[src/rtl/uart_rx.sv]
// rtl/uart_rx.sv - 8N1 UART receiver with 16x oversampling and mid-bit sampling
module uart_rx #(
    parameter int CLK_FREQ = 100_000_000,
    parameter int BAUD     = 9600
) (
    input  logic       clk,
    input  logic       reset,
    input  logic       rx,
    output logic [7:0] rx_data,
    output logic       rx_done,
    output logic       rx_busy,
    output logic       frame_err
);

    localparam int DIV = CLK_FREQ / (BAUD * 16);
    localparam int CW  = (DIV > 2) ? $clog2(DIV) : 1;
    localparam logic [CW-1:0] DIV_LAST = CW'(DIV - 1);

    localparam logic [1:0] S_IDLE  = 2'd0;
    localparam logic [1:0] S_START = 2'd1;
    localparam logic [1:0] S_DATA  = 2'd2;
    localparam logic [1:0] S_STOP  = 2'd3;

    logic          sync1_q, sync2_q, prev_q;
    logic [1:0]    fill_q, fill_d;
    logic          armed_q, armed_d;
    logic [CW-1:0] div_q, div_d;
    logic [1:0]    state_q, state_d;
    logic [3:0]    tick_cnt_q, tick_cnt_d;
    logic [2:0]    bit_cnt_q, bit_cnt_d;
    logic [7:0]    shift_q, shift_d;
    logic [7:0]    data_q, data_d;
    logic          done_q, done_d;
    logic          ferr_q, ferr_d;

    logic rx_s;
    logic tick;
    logic fall;

    assign rx_s = sync2_q;
    assign tick = (div_q == DIV_LAST);

    // The sync chain resets high; only once real line data has reached rx_s
    // and been seen high does a falling edge count as a start edge.
    assign fill_d  = {fill_q[0], 1'b1};
    assign armed_d = armed_q | (fill_q[1] & rx_s);
    assign fall    = armed_q & prev_q & ~rx_s;

    assign div_d = tick ? '0 : div_q + CW'(1);

    always_comb begin
        state_d    = state_q;
        tick_cnt_d = tick_cnt_q;
        bit_cnt_d  = bit_cnt_q;
        shift_d    = shift_q;
        data_d     = data_q;
        done_d     = 1'b0;
        ferr_d     = 1'b0;
        case (state_q)
            S_IDLE: begin
                if (fall) begin
                    state_d    = S_START;
                    tick_cnt_d = 4'd0;
                end
            end
            S_START: begin
                if (tick) begin
                    if (tick_cnt_q == 4'd7) begin
                        tick_cnt_d = 4'd0;
                        bit_cnt_d  = 3'd0;
                        state_d    = rx_s ? S_IDLE : S_DATA;
                    end else begin
                        tick_cnt_d = tick_cnt_q + 4'd1;
                    end
                end
            end
            S_DATA: begin
                if (tick) begin
                    if (tick_cnt_q == 4'd15) begin
                        shift_d    = {rx_s, shift_q[7:1]};
                        tick_cnt_d = 4'd0;
                        bit_cnt_d  = bit_cnt_q + 3'd1;
                        if (bit_cnt_q == 3'd7) begin
                            state_d = S_STOP;
                        end
                    end else begin
                        tick_cnt_d = tick_cnt_q + 4'd1;
                    end
                end
            end
            S_STOP: begin
                if (tick) begin
                    if (tick_cnt_q == 4'd15) begin
                        if (rx_s) begin
                            data_d = shift_q;
                            done_d = 1'b1;
                        end else begin
                            ferr_d = 1'b1;
                        end
                        tick_cnt_d = 4'd0;
                        state_d    = S_IDLE;
                    end else begin
                        tick_cnt_d = tick_cnt_q + 4'd1;
                    end
                end
            end
            default: begin
                state_d = S_IDLE;
            end
        endcase
    end

    always_ff @(posedge clk or negedge reset) begin
        if (!reset) begin
            sync1_q    <= 1'b1;
            sync2_q    <= 1'b1;
            prev_q     <= 1'b1;
            fill_q     <= 2'b00;
            armed_q    <= 1'b0;
            div_q      <= '0;
            state_q    <= S_IDLE;
            tick_cnt_q <= 4'd0;
            bit_cnt_q  <= 3'd0;
            shift_q    <= 8'h00;
            data_q     <= 8'h00;
            done_q     <= 1'b0;
            ferr_q     <= 1'b0;
        end else begin
            sync1_q    <= rx;
            sync2_q    <= sync1_q;
            prev_q     <= sync2_q;
            fill_q     <= fill_d;
            armed_q    <= armed_d;
            div_q      <= div_d;
            state_q    <= state_d;
            tick_cnt_q <= tick_cnt_d;
            bit_cnt_q  <= bit_cnt_d;
            shift_q    <= shift_d;
            data_q     <= data_d;
            done_q     <= done_d;
            ferr_q     <= ferr_d;
        end
    end

    assign rx_data   = data_q;
    assign rx_done   = done_q;
    assign frame_err = ferr_q;
    assign rx_busy   = (state_q != S_IDLE);

endmodule
[config.mk]
export PLATFORM = sky130hd
export DESIGN_NAME = uart_rx
export DESIGN_NICKNAME = d
export VERILOG_FILES = /design/src/rtl/uart_rx.sv
export SDC_FILE = /design/constraint.sdc
export NUM_CORES = 1
export LEC_CHECK = 0
export ABC_CLOCK_PERIOD_IN_PS = 5750
export CAP_MARGIN = 20
export CELL_PAD_IN_SITES_DETAIL_PLACEMENT = 1
export CELL_PAD_IN_SITES_GLOBAL_PLACEMENT = 1
export CORE_UTILIZATION = 50
export DETAILED_ROUTE_END_ITERATION = 7
export HOLD_SLACK_MARGIN = 0.05
export PLACE_DENSITY = 0.94
export SLEW_MARGIN = 25
export SYNTH_ARGS = -nofsm -noshare
export SYNTH_HDL_FRONTEND = slang
export SYNTH_SLANG_ARGS = --single-unit
[constraint.sdc]
create_clock -name clk -period 5.75 [get_ports clk]
set_clock_uncertainty 0.05 [all_clocks]
set_input_delay 1.15 -clock clk [delete_from_list [all_inputs] [get_ports clk]]
set_output_delay 1.15 -clock clk [all_outputs]
set_load 0.1 [all_outputs]
==> reports/qor.yml, run 1 <==
crit_arrival_ns: 2.21
drv_cap: 0
hold_class: "flip-flop to flip-flop"
setup_violations: 0
nets: 179
cts-root-buf: "clkbuf_8"
outcome: "finished clean"
numPortBuffers: 13
tightest_slew_ns: 1.02
path_buf_inv: 2
postCtsHoldBufs: 0
synth_fa_ha_area_frac: 0.0336
antenna_found_initial: 0
synthXorXnorAreaFrac: 0.0423
required_ns: 4.55
coreArea_um2: 3440
worstSetupStartpointType: "flip-flop"
hold_end: "fill_q[1]"
grt.total_usage: 0.224
min_period_ns: 3.41
h-tree-depth: 2
final_layout_size_suffix_gt1_frac: 0.180
synth_fp_nets: 164
hpwl_um: 2750
die_x_um: 63.0
die-area_um2: 3970
p_leak_nw: 1.00
fmaxAchievable_mhz: 293
grt_setup_unrepaired: "no"
worstReg2RegEnd: "shift_q[6]"
numCtsBuffers: 5
crit_family: "buffers and inverters"
layout.cells.non_filler: 218
start_util: 0.541
fp.dieH_um: 63.0
vdd_ir_drop_max_mv: 0.192
cpPeakStageDelay_ns: 1.14
cts_num_sinks: 43
fin_crit_sh: 0.593
cts_setup_buffers: 0
synth.most_common_cell: "dfrtp_1"
crit_chain: "nor2_1 > inv_1 > clkdlybuf4s50_1"
slew-limit-headroom: 0.316
firstDrtPassIters: 4
grt_pass1_vias: 1318
whs_path_depth: 0
critPathKind: "flip-flop to output pin"
hold_viol: 0
grt_max_degree: 44
grt-ovfl-total: 0
cp-end-kind: "output pin"
crit_slowest_cell: "clkdlybuf4s50_1"
synth_async_sr_flop_share: 1.00
insertedDiodeCount: 0
multi_input_area_um2: 738
synthSimpleGateAreaFrac: 0.144
io_pins: 14
ant_nets: 0
row_count: 21
synth-seq-cells: 43
clockBufferDepth: 2
yosysTopAreaCellShare: 0.537
synth_edf_count: 0
path_max_fanout: 11
syn_inst: 156
cts_resized: 0
drt_iter0_drc: 35
ys_top_cells_by_area: "dfrtp_1 54%, mux2_4 5.6%, mux2_2 4.8%"
worstHoldStart: "fill_q[0]"
synth_compound_area_frac: 0.0591
clk_pin_slew_ns: 0.07
yosys-top-cells-count: "40 x dfrtp_1, 15 x nand2_1, 13 x nor2_1"
avgSynthCellArea_um2: 11.9
power.density_nw_per_um2: 272
viasPerCell: 5.58
ff2ff_setup_slack_ns: 3.50
grt_pass1_wl_um: 6590
num_vias: 1216
n_fill_cell: 356
place_congestion: 0.864
synthFlopType: "dfrtp_1"
ys_seq_area_frac: 0.580
dp.cells: 210
synthMuxAreaShare: 0.116
synth_top_area_cell: "dfrtp_1"
synth.distinct_cells: 34
r2r_start: "div_q[6]"
regArea_um2: 1080
routedWlPerCell_um: 17.2
drc_errors: 0
timing.setup.tns_ns: 0
ff2ff_path_depth: 4
clk_latency_ns: 0.29
area_growth_pct: 14.8
synth_top_family_by_area: "simple AND/OR/NAND/NOR gates"
routed_wl_um: 3740
yosys_warnings: 0
cts_tree: "done"
slew_violations: 0
synth_area_um2: 1860
worst max-delay path by stage:
stage	start	end	slack [ns]	depth (start not counted)
2_1_floorplan	state_q[0]	rx_busy	3.26	3
6_report	state_q[0]	rx_busy	2.34	3
3_5_place_dp	state_q[0]	rx_busy	2.65	3
5_1_grt	state_q[0]	rx_busy	2.27	3
4_1_cts	state_q[0]	rx_busy	2.33	3
3_3_place_gp	state_q[0]	rx_busy	2.72	3
layout make-up:
class / count / area share
inverters: 5 / 0.00877
repair buffers: 13 / 0.0596
clock inverters: 2 / 0.0164
well taps: 46 / 0.0269
clock buffers: 6 / 0.0386
multi-input cells: 103 / 0.345
flip-flops and latches: 43 / 0.505
placed cells by master (no fill, tap or decap), drive strengths merged, types with 2 or more instances in the layout:
cell type and count:
a21oi 3, a22oi 2, a31oi 3, and3 2, clkbuf 6, clkdlybuf4s50 12
dfrtp 40, dfstp 3, ha 5, inv 5, mux2 15, mux2i 2
nand2 15, nand3 11, nand4 3, nor2 14, o21ai 8, xnor2 7
xor2 2
flip-flops by register name, summed over array words and instances, names as in the netlist, named ones only:
name        flops
div_q          10
rx_s            1
bit_cnt_q       3
prev_q          1
fill_q          2
shift_q         8
tick_cnt_q      4
sync1_q         1
armed_q         1
rx_data         8
frame_err       1
rx_done         1
state_q         1
metrics by stage:
step | util | power (mW) | hold WS, ns | worst slack [ns] | area (um2)
after floorplan | - | 0.337 | 0.281 | 3.26 | 1860
after global placement | 0.587 | 0.349 | 0.291 | 2.72 | 2020
after detailed placement | 0.587 | 0.349 | 0.288 | 2.65 | 2020
after CTS | 0.621 | 0.587 | 0.311 | 2.33 | 2140
after global routing | 0.622 | 0.601 | 0.319 | 2.27 | 2140
final | 0.622 | 0.581 | 0.308 | 2.34 | 2140
per-layer routing:
metal | GRT usage | wire length, um
met4 | 0.108 | 108
met5 | 0 | 0
met1 | 0.261 | 1540
met3 | 0.0547 | 119
met2 | 0.384 | 1970
power by group:
part,switching [mW],internal [mW]
logic,0.0249,0.00685
clock network,0.0972,0.140
registers,0.00550,0.306
kinds of logic after synthesis:
group	count (synthesis)
and+or+nand+nor	52
DFF	43
AOI/OAI and AO/OA	19
muxes	17
buffers and inverters	10
xor gates and xnor gates	9
adders and majority gates	5
other	1
worst reg2reg max path, delay by kind of cell (launching register included):
kind | cells | cell delay, ns
simple gates | 3 | 1.28
mux | 1 | 0.37
flops | 1 | 0.43
No activity file was read; power rests on OpenSTA's default activity.
==> run 2, diff against run 1 <==
- ABC_CLOCK_PERIOD_IN_PS: 5750 -> 2810
- CORE_UTILIZATION: 50 -> 42
- PLACE_DENSITY: 0.94 -> 0.85
- clock period: 5.75 -> 2.81 ns (I/O delays scaled with it)
==> run 2 against run 1 <==
Against the previous run:
- via count is the same
- register-to-register slack worse by 2.9 ns
- sequential cell count stayed put
- critical endpoint is now shift_q[1]
- power increased by 98%
- cell count grew 1.4%
- critical path depth rose by 1
- first-iteration DRC count increased by 17%
- sequential power grew 100%
- non-clock buffer count stayed put
- core utilization is 11 points lower
- die area up 18%
- clock-buffer cell count stayed put
==> reports/qor.yml, run 2 (same netlist as run 1, synthesis figures left out) <==
outcome: "finished clean"
postCtsHoldBufs: 0  # unchanged
required_ns: 2.93  # -1.62 ns
path_max_fanout: 9  # -2
numPortBuffers: 13  # unchanged
power.density_nw_per_um2: 548  # +100%
fmaxAchievable_mhz: 458
grt_max_degree: 44  # unchanged
r2r_start: "div_q[5]"
pwr-share-comb: 0.057  # +0.002
insertedDiodeCount: 0  # unchanged
h-tree-depth: 2  # unchanged
ant_nets: 0  # unchanged
final_layout_size_suffix_gt1_frac: 0.234  # +0.0537
fp.dieH_um: 68.6  # +8.8%
grt_pass1_vias: 1264  # -4.1%
io_pins: 14  # unchanged
final_cell_area_um2: 2100  # -1.8%
coreArea_um2: 4120  # +20%
nets: 179  # unchanged
start_util: 0.453  # -0.0885
cts_num_sinks: 43  # unchanged
routed_wl_um: 3500  # -6.5%
crit_arrival_ns: 2.31  # +0.10 ns
internal_power_mw: 0.900  # +98%
clockPowerShare: 0.388  # -0.021
ff2ff_path_depth: 4  # unchanged
firstDrtPassIters: 4  # unchanged
crit_end: "shift_q[1]"
worstReg2RegEnd: "shift_q[1]"
drv_cap: 0  # unchanged
cp-end-kind: "flip-flop"
p_leak_nw: 1.01  # +1.1%
grt_pass1_wl_um: 5730  # -13%
p_seq_frac: 0.554  # +0.017
cts-root-buf: "clkbuf_8"
area_growth_pct: 12.8
clk_pin_slew_ns: 0.08  # about the same
hpwl_um: 2560  # -7.1%
numCtsBuffers: 5  # unchanged
grt_setup_unrepaired: "no"
drt_iter0_drc: 41  # +17%
fin_crit_sh: 0.776
slew-limit-headroom: 0.647  # +0.331
cts_resized: 0  # unchanged
die-area_um2: 4710  # +18%
viasPerCell: 5.50  # -1.4%
tightest_slew_ns: 0.529  # -0.494 ns
critPathKind: "flip-flop to flip-flop"
swShare: 0.218  # -0.00126
cts_setup_buffers: 0  # unchanged
cts_tree: "done"
routedWlPerCell_um: 15.8  # -7.8%
antenna_found_initial: 0  # unchanged
slew_violations: 0  # unchanged
place_congestion: 0.732  # -15%
p_sw_mw: 0.251  # +97%
num_vias: 1216  # unchanged
hold_viol: 0  # unchanged
drc_errors: 0  # unchanged
layout_common_cells: "40 x dfrtp_1, 15 x nand2_1, 13 x nor2_1, 12 x buf_4, 11 x nand3_1"
worstSetupStartpointType: "flip-flop"
clockBufferDepth: 2  # unchanged
final_common_cell: "dfrtp_1"
grt.total_usage: 0.173  # -0.0515
top_register: "div_q"
vdd_ir_drop_max_mv: 0.315  # +64%
largest_register_ffs: 10  # unchanged
min_period_ns: 2.18
ff2ff_setup_slack_ns: 0.63  # -2.87 ns
die_x_um: 68.6  # +8.8%
place_area_um2: 2000  # -1.1%
crit_start: "div_q[5]"
n_fill_cell: 424  # +19%
row_count: 23  # +9.5%
grt-ovfl-total: 0  # unchanged
hold_class: "input pin to async pin"
clk_latency_ns: 0.29  # about the same
setup_violations: 0  # unchanged
timing.setup.tns_ns: 0  # unchanged
[run 2: cell types whose count changed in the layout (fill, tap and decap cells not counted)]
cell,change
buf_4,+11
clkdlybuf4s50_1,-11
clkbuf_1,+1
clkbuf_8,-1
clkinv_2,-1
[run 2: metrics by stage]
| stage | hold WS, ns | worst slack [ns] | power (mW) | cells | util |
|---|---|---|---|---|---|
| 2_1_floorplan | 0.216 | 0.871 | 0.690 | 156 | - |
| 3_3_place_gp | 0.282 | 0.736 | 0.713 | 214 | 0.485 |
| 3_5_place_dp | 0.287 | 0.620 | 0.717 | 214 | 0.485 |
| 4_1_cts | 0.305 | 0.600 | 1.17 | 221 | 0.510 |
| 5_1_grt | 0.235 | 0.504 | 1.20 | 221 | 0.511 |
| 6_report | 0.201 | 0.628 | 1.15 | 221 | 0.511 |
[run 2: power groups by stage]
stage / clock (mW) / combinational (mW) / sequential [mW]
finish: 0.447 / 0.0660 / 0.638
global route: 0.491 / 0.0719 / 0.640
CTS: 0.467 / 0.0668 / 0.638
detailed placement: 0 / 0.0664 / 0.650
global placement: 0 / 0.0641 / 0.649
floorplan: 0 / 0.0482 / 0.641
[run 2: per-layer routing]
layer	vias up	track usage	share of wire
met5	-	0	0
met3	7	0.0493	0.029
li1	564	-	-
met2	19	0.288	0.50
met4	0	0.0938	0.023
met1	626	0.199	0.45
[run 2: worst min path at each step]
stage | from | to | slack (ns) | cells after the start
2_1_floorplan | reset | async pin | 0.22 | 0
3_3_place_gp | fill_q[0] | fill_q[1] | 0.28 | 0
5_1_grt | reset | rx_data[4] | 0.24 | 1
4_1_cts | fill_q[0] | fill_q[1] | 0.30 | 0
6_report | reset | shift_q[3] | 0.20 | 1
3_5_place_dp | fill_q[0] | fill_q[1] | 0.29 | 0
[run 2: cell type report]
| type | instances | area, um2 | share of cell area |
|---|---|---|---|
| Clock buffer | 6 | 72.6 | 0.0345 |
| Clock inverter | 1 | 30.0 | 0.0143 |
| Inverter | 5 | 18.8 | 0.00893 |
| Multi-Input combinational cell | 103 | 738 | 0.351 |
| Sequential cell | 43 | 1080 | 0.514 |
| Tap cell | 50 | 62.6 | 0.0298 |
| Timing Repair Buffer | 13 | 100 | 0.0476 |
[run 2: critical path: stages (launching register included)]
cell and delay, ns:
dfrtp_1 0.45, nor4b_4 0.33, nand4_2 0.23, or3_1 0.63, mux2_4 0.38
==> run 3, diff against run 2 <==
- ABC_CLOCK_PERIOD_IN_PS: 2810 -> 1760
- clock period: 2.81 -> 1.76 ns (I/O delays scaled with it)
==> run 3 against run 2 <==
Against the previous run:
- the run now ends with setup timing left
- routed wire length up 54%
- fmax is 14% higher
- clock-buffer cell count grew 1
- highest routed layer unchanged
==> reports/qor.yml, run 3 (same netlist as run 1, synthesis figures left out) <==
outcome: "complete, but fails checks"
violations: "setup timing"
layout_common_cells: "39 x dfrtp_1, 25 x buf_4, 15 x nand2_1, 15 x mux2_4, 13 x buf_12"
grt-ovfl-total: 0  # unchanged
crit_chain: "nor4b_4 > nand4_2 > or3_4 > mux2_4"
antenna_found_initial: 0  # unchanged
path_max_fanout: 5  # -4
place_congestion: 0.768  # +5.0%
tightest_slew_ns: 0.551  # +0.0213 ns
final_layout_size_suffix_gt1_frac: 0.409  # +0.175
grt_pass1_vias: 1418  # +12%
crit_arrival_ns: 2.06  # -0.25 ns
fmaxAchievable_mhz: 521  # +14%
place_area_um2: 2290  # +15%
n_fill_cell: 410  # -3.3%
final.setup.worst_slack_ns: -0.159  # -0.787 ns
cts_num_sinks: 43  # unchanged
grt_max_degree: 23  # -48%
slew_violations: 0  # unchanged
h-tree-depth: 2  # unchanged
cts-root-buf: "clkbuf_8"
clk_pin_slew_ns: 0.08  # about the same
fin_crit_sh: 1.09  # +0.314
drt_iter0_drc: 89  # +120%
hold_class: "flip-flop to flip-flop"
num_vias: 1401  # +15%
drc_errors: 0  # unchanged
grt.total_usage: 0.217  # +0.0443
area_growth_pct: 39.7
required_ns: 1.90  # -1.03 ns
critPathKind: "flip-flop to flip-flop"
p_total_mw: 1.86  # +61%
swShare: 0.265  # +0.0469
firstDrtPassIters: 4  # unchanged
routed_wl_um: 5380  # +54%
final_common_cell: "dfrtp_1"
p_sw_mw: 0.492  # +96%
clk_latency_ns: 0.31  # +0.02 ns
grt_pass1_wl_um: 7140  # +25%
fp.dieH_um: 68.6  # unchanged
largest_register_ffs: 10  # unchanged
pwr-share-comb: 0.109  # +0.052
internal_power_mw: 1.36  # +52%
drv_cap: 0  # unchanged
final_cell_area_um2: 2600  # +24%
power.density_nw_per_um2: 713  # +30%
regArea_um2: 1080  # +0.12%
p_seq_frac: 0.552  # -0.002
coreArea_um2: 4120  # unchanged
setup_violations: 23  # +23
crit_slowest_cell: "or3_4"
grt_setup_unrepaired: "yes"
hpwl_um: 3070  # +20%
cpPeakStageDelay_ns: 0.47  # -0.16 ns
cts_tree: "done"
nets: 210  # +17%
die_x_um: 68.6  # unchanged
clockPowerShare: 0.339  # -0.049
worstSetupStartpointType: "flip-flop"
vdd_ir_drop_max_mv: 0.515  # +64%
slew-limit-headroom: 0.633  # -0.0142
routedWlPerCell_um: 21.3  # +35%
p_leak_nw: 1.21  # +19%
top_register: "div_q"
insertedDiodeCount: 0  # unchanged
io_pins: 14  # unchanged
multi_input_area_um2: 856  # +16%
viasPerCell: 5.54  # +0.64%
row_count: 23  # unchanged
min_period_ns: 1.92  # -0.263 ns
die-area_um2: 4710  # unchanged
ant_nets: 0  # unchanged
hold_viol: 0  # unchanged
start_util: 0.453  # unchanged
numPortBuffers: 13  # unchanged
cp-end-kind: "flip-flop"
numCtsBuffers: 5  # unchanged
clockBufferDepth: 2  # unchanged
==> run 3: changes by cell type in the layout (fill, tap and decap cells not counted), sizes merged <==
cell / delta
clkinvlp: +1
clkinv: +1
dlygate4sd3: +1
clkbuf: +1
bufinv: -1
buf: +29
or3: +1
inv: -1
==> run 3: through the flow <==
stage / setup WS, ns / hold slack, ns / std cells / setup TNS, ns / util
2_1_floorplan: -0.128 / 0.00641 / 156 / -0.977 / -
3_3_place_gp: -0.0356 / 0.283 / 232 / -0.246 / 0.556
3_5_place_dp: -0.137 / 0.300 / 232 / -1.91 / 0.556
4_1_cts: -0.109 / 0.313 / 242 / -1.52 / 0.589
5_1_grt: -0.217 / 0.323 / 253 / -4.00 / 0.632
6_report: -0.159 / 0.314 / 253 / -2.29 / 0.632
==> run 3: path summary, 6_finish.rpt <==
check / to / from / slack, ns / cells past startpoint
worst min-delay path: rx_s / sync1_q / 0.31 / 0
worst max register to register: shift_q[0] / div_q[5] / -0.16 / 4
min in group asynchronous: rx_data[0] / reset / 0.51 / 2
worst min register to register: rx_s / sync1_q / 0.31 / 0
worst max-delay path: shift_q[0] / div_q[5] / -0.16 / 4
max in group asynchronous: state_q[0] / reset / 0.61 / 3
==> run 3: routing by layer <==
metal,global-route usage,share of wire,vias up
met4,0.0781,0.031,0
met2,0.359,0.49,38
met1,0.274,0.44,719
met5,0,0,-
li1,-,-,628
met3,0.0543,0.038,16
==> run 3: power by group through the flow <==
stage / clock network [mW] / logic (mW) / registers, mW
after floorplan: 0 / 0.0836 / 1.02
after global placement: 0 / 0.130 / 1.04
after detailed placement: 0 / 0.135 / 1.04
after CTS: 0.620 / 0.139 / 1.02
after global routing: 0.677 / 0.216 / 1.03
final: 0.629 / 0.203 / 1.02
==> run 3: what timing repair did <==
item                                   CTS  global route
setup buffers                            1            11
setup endpoints to repair               18            20
gates resized for setup                 12            22
pin swaps                                4             7
hold buffers                             1             0
gates cloned                             0             1
endpoints found under the hold margin   18             0
==> run 3: final cells by class <==
cell class | instances | area share
clock inverter | 1 | 0.00192
sequential | 43 | 0.415
timing repair buffer | 43 | 0.192
inverter | 5 | 0.00865
tap | 50 | 0.0240
multi-input combinational | 104 | 0.329
clock buffer | 7 | 0.0293
==> run 3: worst max-delay path: cells and delay by family (launching register included) <==
family        cells  cell delay (ns)
simple gates      3             1.00
mux               1             0.32
flops             1             0.43
